--- src/rtl/fa16_pkg.sv ---
// rtl/fa16_pkg.sv - shared width and word types for the 16-bit ripple adder
package fa16_pkg;
    localparam int W = 16;
    typedef logic [W-1:0] fa16_word_t;
    typedef logic [W:0]   fa16_result_t;
endpackage

--- src/rtl/full_adder_16bit_if.sv ---
// rtl/full_adder_16bit_if.sv - operand/result bundle for full_adder_16bit (ovf under FULL_ADDER_16BIT_OVF_EN)
interface full_adder_16bit_if;
    import fa16_pkg::*;

    fa16_word_t a;
    fa16_word_t b;
    fa16_word_t sum;
    logic       carry;
    fa16_word_t sum_q;
    logic       carry_q;
`ifdef FULL_ADDER_16BIT_OVF_EN
    logic       ovf;
    logic       ovf_q;

    modport master (output a, b, input sum, carry, sum_q, carry_q, ovf, ovf_q);
    modport slave  (input a, b, output sum, carry, sum_q, carry_q, ovf, ovf_q);
`else
    modport master (output a, b, input sum, carry, sum_q, carry_q);
    modport slave  (input a, b, output sum, carry, sum_q, carry_q);
`endif
endinterface

--- src/rtl/full_adder_1b.sv ---
// rtl/full_adder_1b.sv - single-bit full adder cell for the ripple chain
module full_adder_1b (
    input  logic a,
    input  logic b,
    input  logic cin,
    output logic s,
    output logic cout
);
    assign s    = a ^ b ^ cin;
    assign cout = (a & b) | (cin & (a ^ b));
endmodule

--- src/rtl/full_adder_16bit.sv ---
// rtl/full_adder_16bit.sv - 16-bit ripple-carry adder with registered copy; FULL_ADDER_16BIT_OVF_EN adds signed overflow
module full_adder_16bit
    import fa16_pkg::*;
(
    input  logic             clk,
    input  logic             rst_n,
    full_adder_16bit_if.slave bus
);
    logic [W:0]   c;
    fa16_word_t   s;
    fa16_result_t res_d;
    fa16_result_t res_q;

    // No carry-in: the chain starts at zero
    assign c[0] = 1'b0;

    genvar i;
    generate
        for (i = 0; i < W; i++) begin : g_bit
            full_adder_1b u_fa (
                .a    (bus.a[i]),
                .b    (bus.b[i]),
                .cin  (c[i]),
                .s    (s[i]),
                .cout (c[i+1])
            );
        end
    endgenerate

    assign bus.sum   = s;
    assign bus.carry = c[W];

    always_comb begin
        res_d = {c[W], s};
    end

`ifdef FULL_ADDER_16BIT_OVF_EN
    logic ovf_d;
    logic ovf_q;

    // Signed overflow: like-signed operands produced an opposite-signed sum
    always_comb begin
        ovf_d = (bus.a[W-1] == bus.b[W-1]) && (s[W-1] != bus.a[W-1]);
    end

    always_ff @(posedge clk or negedge rst_n) begin
        if (!rst_n) begin
            res_q <= '0;
            ovf_q <= 1'b0;
        end else begin
            res_q <= res_d;
            ovf_q <= ovf_d;
        end
    end

    assign bus.ovf   = ovf_d;
    assign bus.ovf_q = ovf_q;
`else
    always_ff @(posedge clk or negedge rst_n) begin
        if (!rst_n) begin
            res_q <= '0;
        end else begin
            res_q <= res_d;
        end
    end
`endif

    assign bus.sum_q   = res_q[W-1:0];
    assign bus.carry_q = res_q[W];
endmodule

--- src/flat_wrapper.sv ---
// flat-port wrapper written by rule: the top's interface ports become plain ports
module full_adder_16bit_flat import fa16_pkg::*;
  (clk, rst_n, bus_a, bus_b, bus_sum, bus_carry, bus_sum_q, bus_carry_q);
  full_adder_16bit_if bus_i ();
  input  logic clk;
  input  logic rst_n;
  input wire logic [$bits(bus_i.a)-1:0] bus_a;
  input wire logic [$bits(bus_i.b)-1:0] bus_b;
  output wire logic [$bits(bus_i.sum)-1:0] bus_sum;
  output wire logic [$bits(bus_i.carry)-1:0] bus_carry;
  output wire logic [$bits(bus_i.sum_q)-1:0] bus_sum_q;
  output wire logic [$bits(bus_i.carry_q)-1:0] bus_carry_q;
  assign bus_i.a = bus_a;
  assign bus_i.b = bus_b;
  assign bus_sum = bus_i.sum;
  assign bus_carry = bus_i.carry;
  assign bus_sum_q = bus_i.sum_q;
  assign bus_carry_q = bus_i.carry_q;
  full_adder_16bit u_core (.clk(clk), .rst_n(rst_n), .bus(bus_i));
endmodule
--- config.mk ---
export PLATFORM = sky130hd
export DESIGN_NAME = full_adder_16bit_flat
export DESIGN_NICKNAME = d
export VERILOG_FILES = /design/src/rtl/fa16_pkg.sv /design/src/rtl/full_adder_16bit_if.sv /design/src/rtl/full_adder_1b.sv /design/src/rtl/full_adder_16bit.sv /design/src/flat_wrapper.sv
export SDC_FILE = /design/constraint.sdc
export NUM_CORES = 1
export LEC_CHECK = 0
export BUFFER_PORTS_ARGS = -buffer_cell sky130_fd_sc_hd__buf_2
export CORE_MARGIN = 5
export CORE_UTILIZATION = 35
export DETAILED_ROUTE_END_ITERATION = 16
export PLACE_DENSITY_LB_ADDON = 0.05
export SLEW_MARGIN = 30
export SYNTH_ARGS = -nofsm -noshare
export SYNTH_HDL_FRONTEND = slang
export SYNTH_SLANG_ARGS = --single-unit
--- constraint.sdc ---
create_clock -name clk -period 6.7 [get_ports clk]
set_input_delay 0.67 -clock clk [delete_from_list [all_inputs] [get_ports clk]]
set_output_delay 0.67 -clock clk [all_outputs]
set_load 0.05 [all_outputs]
# Word level (Yosys, flattened, before mapping)
# Cells that the tools add are included.
# word_totals
register_bits,17
in_bits,34
# classes
bitwise,77
# op_table
operator,n
$and A1 B1 Y1,31
$xor A1 B1 Y1,31
$or A1 B1 Y1,15

# Logic depth before layout (Yosys ltp)
# depth
ltp_word,31
mapped_depth,21
ltp_nobuf,20

# Cells and area by module
# Synthesis repeated with hierarchy kept, for this count alone.
# unflattened
cells_unflattened,34
hier_area_um2,749.5
# modules_own_cells
mod,n_inst,seq_area_each_um2,area_each_um2,cells_per_inst
full_adder_16bit,1,425.4,429.2,18
full_adder_1b,16,0.0,20.0,1

# Worst setup path before layout
# OpenSTA, ideal clock, no wires.
# synth_path
kind,input-to-output
startpoint,input bus_b[0]
endpoint,output bus_sum[15]
stages,21
arrival_ns,6.694
path_slack_ns,-0.664
path_cell_list,ha_1 -> fa_1 -> fa_1 -> fa_1 -> fa_1 -> fa_1 -> fa_1 -> fa_1 -> fa_1 -> inv_1 -> fa_1 -> inv_1 -> fa_1 -> fa_1 -> fa_1 -> fa_1 -> fa_1 -> inv_1 -> fa_1 -> inv_1 -> buf_4
# synth_between
elab_chain_cells,30
# synth_lines
element,line,source
"start, declared",flat_wrapper.sv:8,input wire logic [$bits(bus_i.b)-1:0] bus_b;
$and A1 B1 Y1 (2 in series),full_adder_1b.sv:10,assign cout = (a & b) | (cin & (a ^ b));
$or A1 B1 Y1,full_adder_1b.sv:10,
$and A1 B1 Y1,full_adder_1b.sv:10,
$or A1 B1 Y1,full_adder_1b.sv:10,
$and A1 B1 Y1,full_adder_1b.sv:10,
$or A1 B1 Y1,full_adder_1b.sv:10,
$and A1 B1 Y1,full_adder_1b.sv:10,
$or A1 B1 Y1,full_adder_1b.sv:10,
[... 13 more ...],n/a,
$or A1 B1 Y1,full_adder_1b.sv:10,
$and A1 B1 Y1,full_adder_1b.sv:10,
$or A1 B1 Y1,full_adder_1b.sv:10,
$and A1 B1 Y1,full_adder_1b.sv:10,
$or A1 B1 Y1,full_adder_1b.sv:10,
$and A1 B1 Y1,full_adder_1b.sv:10,
$or A1 B1 Y1,full_adder_1b.sv:10,
$xor A1 B1 Y1,full_adder_1b.sv:9,assign s = a ^ b ^ cin;
"end, declared",flat_wrapper.sv:9,output wire logic [$bits(bus_i.sum)-1:0] bus_sum;
# No other way between the ends.

# Worst setup path after layout
# Ends and elaborated chain as after synthesis.

==> summary.txt <==
Synthesis
  – Cell count after synthesis: 59
  – Register bit count reported by yosys: 17
  – Count of different cell masters after synthesis: 5
  – Post-synthesis async set-or-reset flop share: 1.00
  – Syn Nets: 109
  – Most numerous cell types in the synthesized netlist: dfrtp_1 (17), buf_4 (16), fa_1 (15)
  – Primary FF master, synth: dfrtp_1
  – Mapped Avg Cell Area: 15.2 um2
  – Number of warning messages in the yosys log: 0
  – Most area-hungry cell type in the Yosys netlist: dfrtp_1
  – Top area cells in the synthesized netlist: dfrtp_1 (47%), fa_1 (34%), buf_4 (13%), inv_1 (4.2%), ha_1 (1.4%)
  – Most common cell in the netlist: dfrtp_1
  – Proportion of netlist area held by the largest area contributor: 0.475
  – Fraction of the yosys area taken by sequential cells: 0.475
  – Post-Synthesis Cell Area: 896 um2
  – Number of enable-type register cells in the synthesized netlist: 0

Power and ir drop
  – Gate power share: 0.576
  – Total power after layout: 421 uW
  – Cell area power density: 318 mW/mm2
  – Reg power frac: 0.297
  – Power share of the clock group: 0.128
  – Switching power of the nets: 216 uW
  – Worst supply voltage drop on vdd: 148 uV
  – Internal power: 206 uW
  – Static power due to leakage: 0.000683 uW
  – Switch share: 0.512

Placed design
  – Final HPWL DP: 1530 um
  – Number of cells after detailed placement: 141
  – Final weighted congestion in routability-driven placement: 0.604
  – Port-buffer cells: 67
  – Post-placement cell area: 0.00118 mm2

Drt
  – Vias/cell: 4.01
  – Vias after detailed routing: 605
  – Average wire per standard cell: 11.8 um
  – Iteration-0 DRC count of the detailed router: 3
  – Number of nets with antenna violations after detailed routing: 0
  – Post-detailed-route DRC marker count: 0
  – Routed wire length: 1780 um
  – Initial DRT Pass Iterations: 2

Run status
  – Violations in the final reports: setup timing
  – Outcome: complete, but fails checks

Timing
  – Worst slack on hold paths: 273 ps
  – Unrepaired setup endpoints after global routing: true
  – Final setup violation count: 3
  – Slew headroom: 0.757
  – Actual transition at the worst max-transition pin: 364 ps
  – Final worst path period share: 1.05
  – Peak clock frequency supported by timing: 142 MHz
  – Pins over their slew limit: 0
  – Final worst-path setup slack: -344 ps
  – Final Critical Period: 7040 ps
  – Hold violation count in the final report: 0

Setup path
  – CP Launch Type: input port
  – Delay contributed by the slowest stage of the critical path: 420 ps
  – Worst Setup Path Type: input port to output port
  – Crit-path slowest cell: fa_2
  – Buffer and inverter count on the worst path: 6
  – Highest net fanout along the worst path: 2
  – Cell type group with the largest total delay on the critical path: adder cells
  – Arrival time reported for the critical path endpoint: 6370 ps
  – Required time reported for the critical path endpoint: 6030 ps
  – Cell repeated most along the worst path: fa_2
  – CP Capture Type: output port
  – Ordered cell list for the critical path: buf_6 > ha_4 > fa_2 > fa_2 > fa_2 > fa_2 > fa_2 > fa_2 > fa_2 > fa_2 > inv_2 > fa_2 > inv_2 > fa_2 > fa_2 > fa_2 > fa_2 > fa_2 > inv_2 > fa_2 > inv_2 > buf_8

Layout
  – Registers with the most flip-flops: u_core.res_q x17
  – Growth of design area from synthesis to finish: 47.9%
  – Share of post-route cells with drive strength above 1: 0.818
  – Net count of the finished layout: 172
  – Diode count: 0
  – Fin area: 0.00133 mm2
  – Reg with most FFs: u_core.res_q
  – Max reg flops: 17
  – Non-filler cells, final: 151
  – Final core occ: 0.540

Floorplan
  – Starting density of the core: 0.365
  – Die outline area: 0.00367 mm2
  – Boundary Pins: 68
  – Vertical extent of the die: 60.6 um
  – Horizontal die dimension: 60.6 um
  – Core footprint: 0.00245 mm2
  – Number of placement rows: 18

Hold path
  – Hold/Removal Path Class: input port to async pin

Global route
  – Largest net degree at the start of global routing: 18
  – Number of global-route vias before repair: 647
  – First-pass GRT wire length: 2820 um
  – Global route overflow: 0
  – Global-route total usage across every layer: 0.109
  – Initial antenna violation count: 0

CTS
  – Register clock-pin slew on the reported worst setup and hold paths: 100 ps
  – Clock net sink count: 17
  – Number of buffers added by the clock tree synthesis step: 3
  – H-tree Lvls: 1
  – Longest Clk Path Bufs: 2
  – Root Buffer: clkbuf_4
  – TritonCTS clock tree: yes

Flow run
  – Max-cap violations: 0
[cell usage in the layout (no fill, tap or decap)]
| master | count |
|---|---|
| buf_8 | 3 |
| inv_1 | 5 |
| inv_2 | 5 |
| buf_4 | 6 |
| fa_2 | 15 |
| buf_2 | 62 |
| dfrtp_1 | 17 |
| clkbuf_4 | 3 |
| ha_4 | 1 |
| buf_6 | 3 |
| clkinv_2 | 1 |
[per-stage QoR]
stage / setup WS (ps) / TNS (ps)
finish: -344 / -428
global route: -496 / -855
CTS: -374 / -512
detailed placement: -598 / -1040
global placement: -568 / -975
floorplan: -230 / -230
[logic make-up after synthesis]
kind of cell             after synthesis  synth area share
adder cells (fa/ha/maj)               16             0.349
buffers and inverters                 26             0.176
flip-flops                            17             0.475
[area by class of cell]
class	count	area, um2
Clock inverter	1	5.00
Tap cell	30	37.5
Fill cell	225	1130
Inverter	10	37.5
Clock buffer	3	22.5
Multi-Input combinational cell	16	363
Timing Repair Buffer	74	434
Sequential cell	17	425
[power by group through the flow]
stage               Combinational (uW)  Sequential (uW)  Clock [uW]
detailed placement                 228              128           0
global placement                   226              127           0
CTS                                246              125        56.9
floorplan                          124              198           0
finish                             243              125        53.9
global route                       258              127        61.4
[metal layers]
layer	up-vias	GRT usage	routed length (um)
met5	-	0	0
met4	0	0.0743	25
met3	2	0.0340	287
met2	40	0.177	922
met1	284	0.122	542
li1	279	-	-
[what timing repair did]
item,4_1_cts,5_1_grt
setup buffers,8,1
pin swaps,0,2
setup endpoints to repair,3,4
hold buffers,0,0
gates resized for setup,21,2
hold endpoints to repair,0,0
[final timing paths]
check / from / to / slack [ps] / cells past startpoint
max in group asynchronous: rst_n / u_core.res_q[10]$_DFF_PN0_ / 6150 / 1
min: rst_n / u_core.res_q[1]$_DFF_PN0_ / 270 / 1
max: bus_b[0] / bus_sum[15] / -340 / 22
min in group clk: bus_a[0] / u_core.res_q[0]$_DFF_PN0_ / 590 / 2
Note: power is estimated with default switching activity, not from simulation.
